File: config.mk
export PLATFORM = sky130hd
export DESIGN_NAME = scan_sel_gen
export DESIGN_NICKNAME = d
export VERILOG_FILES = /design/src/rtl/scan_sel_gen_pkg.sv /design/src/rtl/scan_next_idx.sv /design/src/rtl/scan_sel_gen.sv
export SDC_FILE = /design/constraint.sdc
export NUM_CORES = 1
export LEC_CHECK = 0
export CORE_UTILIZATION = 60
export CTS_BUF_LIST = sky130_fd_sc_hd__clkbuf_8
export DETAILED_ROUTE_END_ITERATION = 8
export HOLD_SLACK_MARGIN = 0.03
export PLACE_DENSITY = 0.82
export SYNTH_ARGS = -nofsm -noshare
export SYNTH_HDL_FRONTEND = slang
export SYNTH_HIERARCHICAL = 1
export SYNTH_SLANG_ARGS = --single-unit
File: constraint.sdc
create_clock -name i_clk -period 5.9 [get_ports i_clk]
set_input_delay 1.77 -clock i_clk [delete_from_list [all_inputs] [get_ports i_clk]]
set_output_delay 1.77 -clock i_clk [all_outputs]
set_load 0.02 [all_outputs]
File: src/rtl/scan_sel_gen_pkg.sv
// rtl/scan_sel_gen_pkg.sv - shared state encoding and select helpers for the digit scanner
package scan_sel_gen_pkg;

  localparam int NDIG = 8;
  localparam logic [NDIG-1:0] SEL_NONE = 8'hFF;

  typedef enum logic [1:0] {
    ST_IDLE   = 2'd0,
    ST_ACTIVE = 2'd1,
    ST_BLANK  = 2'd2
  } scan_state_t;

  // Active-low one-hot select for a digit index.
  function automatic logic [NDIG-1:0] sel_of(input logic [2:0] idx);
    return ~(NDIG'(1) << idx);
  endfunction

endpackage

File: src/rtl/scan_next_idx.sv
// rtl/scan_next_idx.sv - finds the next unmasked digit strictly after idx, searching upward mod 8
module scan_next_idx
  import scan_sel_gen_pkg::*;
(
  input  logic [2:0]      i_idx,
  input  logic [NDIG-1:0] i_mask,
  output logic [2:0]      o_next,
  output logic            o_wrap,
  output logic            o_none_left
);

  logic [2:0] w_next;

  // Scan from the farthest candidate inward so the nearest unmasked one wins;
  // offset 8 folds back onto idx itself, covering the single-digit case.
  always_comb begin
    logic [2:0] w_cand;
    w_next = i_idx;
    w_cand = i_idx;
    for (int k = NDIG; k >= 1; k--) begin
      w_cand = i_idx + 3'(k);
      if (!i_mask[w_cand]) begin
        w_next = w_cand;
      end
    end
  end

  assign o_next      = w_next;
  assign o_wrap      = (w_next <= i_idx);
  assign o_none_left = &i_mask;

endmodule

File: src/rtl/scan_sel_gen.sv
// rtl/scan_sel_gen.sv - rotating active-low digit select with dwell and blanking intervals
module scan_sel_gen
  import scan_sel_gen_pkg::*;
#(
  parameter int DIV       = 50000,
  parameter int BLANK_CYC = 4
) (
  input  logic            i_clk,
  input  logic            i_rst,
  input  logic            i_run,
  input  logic [NDIG-1:0] i_mask,
  output logic [NDIG-1:0] o_sel,
  output logic            o_en,
  output logic [2:0]      o_idx,
  output logic            o_frame_done
);

  localparam int CNT_MAX = (DIV > BLANK_CYC) ? DIV : BLANK_CYC;
  localparam int CW      = $clog2(CNT_MAX + 1);
  localparam logic [CW-1:0] DWELL_LAST = CW'(DIV - 1);
  localparam logic [CW-1:0] BLANK_LAST = CW'((BLANK_CYC > 0) ? BLANK_CYC - 1 : 0);

  scan_state_t     r_state, w_state_nxt;
  logic [CW-1:0]   r_cnt, w_cnt_nxt;
  logic [NDIG-1:0] r_sel, w_sel_nxt;
  logic            r_en, w_en_nxt;
  logic [2:0]      r_idx, w_idx_nxt;
  logic            r_fd, w_fd_nxt;

  logic [2:0] w_search_idx;
  logic [2:0] w_next;
  logic       w_wrap;
  logic       w_none_left;
  logic       w_advance;

  // From IDLE, searching after index 7 yields the lowest unmasked digit.
  assign w_search_idx = (r_state == ST_IDLE) ? 3'd7 : r_idx;

  scan_next_idx u_next (
    .i_idx       (w_search_idx),
    .i_mask      (i_mask),
    .o_next      (w_next),
    .o_wrap      (w_wrap),
    .o_none_left (w_none_left)
  );

  always_comb begin
    w_state_nxt = r_state;
    w_cnt_nxt   = r_cnt;
    w_sel_nxt   = SEL_NONE;
    w_en_nxt    = 1'b0;
    w_idx_nxt   = r_idx;
    w_fd_nxt    = 1'b0;
    w_advance   = 1'b0;

    if (!i_run) begin
      w_state_nxt = ST_IDLE;
      w_cnt_nxt   = '0;
    end else begin
      case (r_state)
        ST_IDLE: begin
          if (!w_none_left) begin
            w_state_nxt = ST_ACTIVE;
            w_cnt_nxt   = '0;
            w_idx_nxt   = w_next;
            w_sel_nxt   = sel_of(w_next);
            w_en_nxt    = 1'b1;
          end
        end
        ST_ACTIVE: begin
          if (r_cnt == DWELL_LAST) begin
            w_cnt_nxt = '0;
            if (BLANK_CYC > 0) begin
              w_state_nxt = ST_BLANK;
            end else begin
              w_advance = 1'b1;
            end
          end else begin
            w_cnt_nxt = r_cnt + CW'(1);
            w_sel_nxt = sel_of(r_idx);
            w_en_nxt  = 1'b1;
          end
        end
        ST_BLANK: begin
          if (r_cnt == BLANK_LAST) begin
            w_cnt_nxt = '0;
            w_advance = 1'b1;
          end else begin
            w_cnt_nxt = r_cnt + CW'(1);
          end
        end
        default: begin
          w_state_nxt = ST_IDLE;
          w_cnt_nxt   = '0;
        end
      endcase

      // Mask is only consulted here, so mid-dwell changes never cut a dwell short.
      if (w_advance) begin
        if (w_none_left) begin
          w_state_nxt = ST_IDLE;
        end else begin
          w_state_nxt = ST_ACTIVE;
          w_idx_nxt   = w_next;
          w_sel_nxt   = sel_of(w_next);
          w_en_nxt    = 1'b1;
          w_fd_nxt    = w_wrap;
        end
      end
    end
  end

  always_ff @(posedge i_clk) begin
    if (i_rst) begin
      r_state <= ST_IDLE;
      r_cnt   <= '0;
      r_sel   <= SEL_NONE;
      r_en    <= 1'b0;
      r_idx   <= '0;
      r_fd    <= 1'b0;
    end else begin
      r_state <= w_state_nxt;
      r_cnt   <= w_cnt_nxt;
      r_sel   <= w_sel_nxt;
      r_en    <= w_en_nxt;
      r_idx   <= w_idx_nxt;
      r_fd    <= w_fd_nxt;
    end
  end

  assign o_sel        = r_sel;
  assign o_en         = r_en;
  assign o_idx        = r_idx;
  assign o_frame_done = r_fd;

endmodule

* Word level (Yosys, flattened, before mapping) *
Index checks and enable logic that the tools add are counted.

storage, ports and cells
  bits in registers = 31
  input bits = 11
  output and inout port bits = 13

cells by class
  add/sub/neg operators = 8
  $lt $le $gt $ge = 8
  equal/unequal tests = 8
  shift operators = 2
  muxes and demuxes = 48
  bitwise gates (word level) = 4
  reductions and logical operators = 5

operator list
  cell                     number
  $mux W16                 3
  $pmux W16 S3             1
  $mux W3                  12
  $mux W8                  4
  $lt A3 B4 Y1 const B     7
  $bmux W1 S3              7
  $add A16 B1 Y16 const B  1
  $eq A16 B16 Y1 const B   1
  $eq A16 B2 Y1 const B    1
  $not A8 Y8               2
  $pmux W8 S2              1
  $shl A1 B3 Y8 const A    2
  $mux W1                  15
  $add A3 B3 Y3 const B    4
  $reduce_and A8 Y1        1
  $add A3 B2 Y3 const B    2
  $mux W2                  3
  $pmux W2 S3              1
  $ne A2 B2 Y1 const B     2
  $reduce_or A4 Y1         1
  $add A3 B1 Y3 const B    1
  $le A3 B3 Y1             1
  $ne A3 B2 Y1 const B     1
  $ne A3 B3 Y1 const B     1
  7 further kinds          8

* Longest topological paths before layout *
  word-level depth = 18
  gate-level depth with buffers = 20
  mapped depth without buffers = 15

* By module *
The synthesis kept the hierarchy.

modules (own cells, without submodules)
  module         times used  cells each  area an instance (um^2)  seq. area each (um^2)
  scan_sel_gen   1           200         1755.4                   620.6
  scan_next_idx  1           110         1044.8                   0.0

* Least setup slack after synthesis *
No wires, ideal clock.

  path type = flip-flop to flip-flop
  start point = reg r_state[0]
  end point = reg r_fd (netlist: o_frame_done)
  setup time = 0.060 ns
  arrival time = 4.400 ns
  data required time = 5.840 ns
  setup slack = 1.440 ns
  stages on the path, launching flop included = 21
  cell sequence = dfxtp_1 -> inv_1 -> ha_1 -> clkbuf_1 -> or2_2 -> buf_2 -> buf_1 -> inv_1 -> ha_1 -> buf_6 -> buf_6 -> mux2i_1 -> mux4_2 -> a2111oi_1 -> a211oi_1 -> o221ai_1 -> ha_1 -> nor2b_1 -> o21a_1 -> o21ai_0 -> and3_1

between the ends
  longest elaborated chain between the ends = 13
  elaborated cells between the ends (all ways) = 36
  classes of those cells = add/sub (7); order compare (1); eq/ne (1); mux (24); bitwise (1); reduce/logical (2)

ends and longest elaborated chain
  element                        RTL line             text
  start, declared                scan_sel_gen.sv:23   scan_state_t r_state, w_state_nxt;
  start signal, assigned         scan_sel_gen.sv:122  r_state <= w_state_nxt;
  $logic_not A2 Y1 (*)           scan_sel_gen.sv:37   assign w_search_idx = (r_state == ST_IDLE) ? 3'd7 : r_idx;
  $mux W3 (*)                    scan_sel_gen.sv:37
  named net w_search_idx[1]      scan_sel_gen.sv:30   logic [2:0] w_search_idx;
  $add A3 B3 Y3                  scan_next_idx.sv:21  w_cand = i_idx + 3'(k);
  $bmux W1 S3                    scan_next_idx.sv:22  if (!i_mask[w_cand]) begin
  $mux W1 (not written as such)  scan_next_idx.sv:22
  $mux W3 (6 in a row)           scan_next_idx.sv:22
  $mux W3 (*)                    scan_next_idx.sv:22
  named net w_next[1]            scan_sel_gen.sv:31   logic [2:0] w_next;
  $le A3 B3 Y1 (*)               scan_next_idx.sv:29  assign o_wrap = (w_next <= i_idx);
  named net w_wrap               scan_sel_gen.sv:32   logic w_wrap;
  end signal, assigned           scan_sel_gen.sv:127  r_fd <= w_fd_nxt;
  end, declared                  scan_sel_gen.sv:28   logic r_fd, w_fd_nxt;

The timed path passes the listed nets; every way through them passes the cells marked *. The select of a mux whose other input is x is not followed.
A chain may end at the register's enable or synchronous reset.

* Worst setup path in the final report *
Ends and elaborated chain as after synthesis.

==> qor.csv <==
stage;metric;value;unit
clock_network;cts_repair_resize_count;0;
drt;initialDrtViolationCount;394;
critical_path;r2r-end;o_frame_done;
placed_design;dp_hpwl;4540;um
drt;antenna_left;0;
critical_path;cp_cell_sequence;inv_1 > ha_1 > or2_2 > inv_1 > ha_1 > mux2i_1 > mux4_2 > a2111oi_1 > a211oi_1 > o221ai_1 > ha_1 > nor2b_1 > o21a_1 > o21ai_0 > and3_1;
floorplanning;initial_core_util;63.4;%
pwr;peakVddDrop;0.000143;V
sta;fin_tns_setup;0;ps
layout;syn2layout_area_growth;11.2;%
clock_network;clkLatencyLatePin;280;ps
layout;final_cell_mix;dfxtp_1, clkdlybuf4s50_1, mux2i_1, nand2_1;
pwr;powerDensity;254;mW/mm^2
status;status;finished, final reports clean;
pwr;power_frac_seq;29.5;%
min_path;min_path_type;reg -> reg;
layout;drive_gt1_share;12.5;%
pwr;intPower;491;uW
critical_path;r2r_start;r_state[0];
critical_path;slowest_stage;ha_1;
clock_network;clk_path_buf_depth;2;
pwr;p_leak;0.00113;uW
drt;wl_per_cell;17.1;um
sta;worst_pin_slew;750;ps
synth;synth_edf_count;0;
sta;setup_slack;899;ps
clock_network;htreeDepth;2;
drt;via_count;2588;
critical_path;endpoint_kind;register;
layout;instances_no_fill;379;
pwr;power.switching;300;uW
sta;slew_violations;0;
grt;track_usage;27.6;%
synth;syn_area;0.00280;sq mm
synth;syn_inst;310;
sta;finalSetupViolations;0;
critical_path;required;6130;ps
min_path;hold_depth;2;
synth;synth-seq-area-share;22.2;%
critical_path;crit_type;reg -> reg;
sta;min_period_over_period;84.8;%
sta;rsz0062_at_grt;no;
sta;holdWs;523;ps
drt;drt_wl_total;6500;um
critical_path;ff2ff_path_depth;15;
drt;avgViaCountPerCell;6.83;
clock_network;cts_tree;yes;
grt;grt_start_max_net_pins;24;
critical_path;crit_path_start_kind;register;
critical_path;path_common_cell;ha_1;
clock_network;cts_buffers;5;
sta;finalWorstPathRequiredPeriod;5000;ps
floorplanning;core_area;0.00441;sq mm
drt;drtPass1Iterations;5;
layout;final_common_cell;dfxtp_1;
synth;ys_types;70;
layout;final_nets;346;
floorplanning;die_area;0.00494;sq mm
grt;grt_pass1_wl;11000;um
placed_design;dp_cells;371;
sta;skew;2.96;ps
floorplanning;dieHeight;70.3;um
clock_network;cts-root-buf;clkbuf_8;
synth;synthArstFlopShare;0;%
layout;n_fill_cell;348;
pwr;switching_share;37.9;%
synth;yosysWarnings;6;
layout;diodes;0;
clock_network;cts_setup_buffers;0;
min_path;whs_endpoint;r_cnt[1];
critical_path;cpPeakStageDelay;840;ps
floorplanning;ios;24;
placed_design;pre_cts_ws;911;ps
sta;hold_viol_final;0;
synth;synth-seq-cells;31;
placed_design;finalWeightedCongestion;0.903;
clock_network;clk_pin_slew_worst_paths;60;ps
synth;syn_avg_cell_area;9.03;sq um
drt;drc;0;
grt;grt_pass1_vias;2408;
placed_design;io_buffers;23;
sta;slew_headroom;50.0;%
synth;yosys_most_used_dff;dfxtp_1;
min_path;min_from;r_cnt[1];
critical_path;cp.arrival;5230;ps
sta;fmax;0.200;GHz
floorplanning;rows;24;
pwr;pwr-share-clk;22.7;%
grt;antenna_found_initial;0;
grt;grt-ovfl-total;0;
clock_network;holdBufCountCts;0;
clock_network;clock_sinks;31;
run;cap_viol_max_count;0;
synth;syn_nets;330;
critical_path;rrSetupSlack;900;ps
floorplanning;dieWidth;70.3;um
critical_path;critical_path_peak_fanout;23;
pwr;pwr-share-comb;47.8;%
cells by family after synthesis:
logic type | Yosys count | share of synthesized area (%)
AND/OR/NAND/NOR | 124 | 27.7
AO/OA/AOI/OAI | 70 | 17.9
multiplexers | 36 | 19.1
flip-flops | 31 | 22.2
buffers and inverters | 27 | 4.96
XOR/XNOR | 13 | 4.07
adder cells (fa/ha/maj) | 9 | 4.02
power groups by stage:
stage	clock network, uW	registers (uW)	logic (uW)
2_1_floorplan	0	245	281
6_report	180	233	378
4_1_cts	183	233	371
3_3_place_gp	0	237	360
3_5_place_dp	0	237	368
5_1_grt	193	235	410
final cells by class:
class                      count  area [sq um]  area share, %
clock buffer                   7          96.3           3.09
tap                           52          65.1           2.09
multi-input combinational    252          2040           65.6
clock inverter                 1          3.75          0.121
sequential                    31           621           19.9
timing repair buffer          25           245           7.88
inverter                      11          41.3           1.33
flip-flops by register name, summed over array words and instances (netlist names), named ones only:
name,cells
o_en,1
o_frame_done,1
o_sel,8
r_cnt,16
r_state,2
metal layers:
metal  vias to the layer above  track usage [%]  wire length, um
li1                       1236                -                -
met1                      1226             37.8             2960
met2                       111             43.3             3010
met3                        15             4.33              419
met4                         0             11.1              112
met5                         -                0                0
synthesized netlist by cell type, drive strengths merged, types with 2 or more instances:
| library cell | n | area, sq um |
|---|---|---|
| nor2 | 13 | 48.8 |
| a211oi | 6 | 45.0 |
| mux2i | 19 | 190 |
| o221ai | 6 | 52.6 |
| nor3 | 6 | 30.0 |
| and2 | 9 | 56.3 |
| or3 | 3 | 18.8 |
| mux2 | 4 | 45.0 |
| nand2 | 17 | 63.8 |
| a21oi | 15 | 78.8 |
| nor2b | 6 | 37.5 |
| clkbuf | 8 | 30.0 |
| a221oi | 2 | 17.5 |
| mux4 | 13 | 300 |
| nand4 | 12 | 90.1 |
| nor4 | 5 | 46.3 |
| ha | 9 | 113 |
| inv | 11 | 41.3 |
| nand2b | 10 | 62.6 |
| or4 | 5 | 37.5 |
| dfxtp | 31 | 621 |
| a31o | 2 | 17.5 |
| nor3b | 3 | 27.5 |
| buf | 7 | 58.8 |
| xor2 | 3 | 26.3 |
| o21ai | 12 | 60.1 |
| or2 | 4 | 25.0 |
| nand3 | 15 | 87.6 |
| nor4b | 2 | 32.5 |
| o22ai | 6 | 37.5 |
| a21o | 2 | 15.0 |
| a32o | 2 | 21.3 |
| and4 | 5 | 51.3 |
| a211o | 2 | 18.8 |
| and3 | 7 | 45.1 |
| xnor2 | 10 | 87.6 |
worst max-delay path, delay by kind of cell (launching register included):
family / cells / cell delay, ps
buf+inv: 2 / 310
flops: 1 / 320
fa+ha+maj: 3 / 1540
simple gates: 3 / 780
mux: 2 / 670
compound gates: 5 / 1300
stage by stage:
step / power, uW / area, sq um / util (%)
after floorplan: 526 / 2800 / -
after global placement: 597 / 3010 / 68.3
after detailed placement: 606 / 3010 / 68.3
after CTS: 786 / 3110 / 70.5
after global routing: 838 / 3110 / 70.5
final: 790 / 3110 / 70.5
how the worst max path moves through the flow:
stage / start / to / slack [ps] / cells after the start
2_1_floorplan: r_state[0] / o_frame_done / 1440 / 20
3_3_place_gp: i_mask[0] / o_frame_done / 1020 / 11
3_5_place_dp: i_mask[7] / o_frame_done / 910 / 11
4_1_cts: r_state[0] / o_frame_done / 910 / 15
5_1_grt: r_state[0] / o_frame_done / 460 / 15
6_report: r_state[0] / o_frame_done / 900 / 15
(Power assumes the default switching activity.)
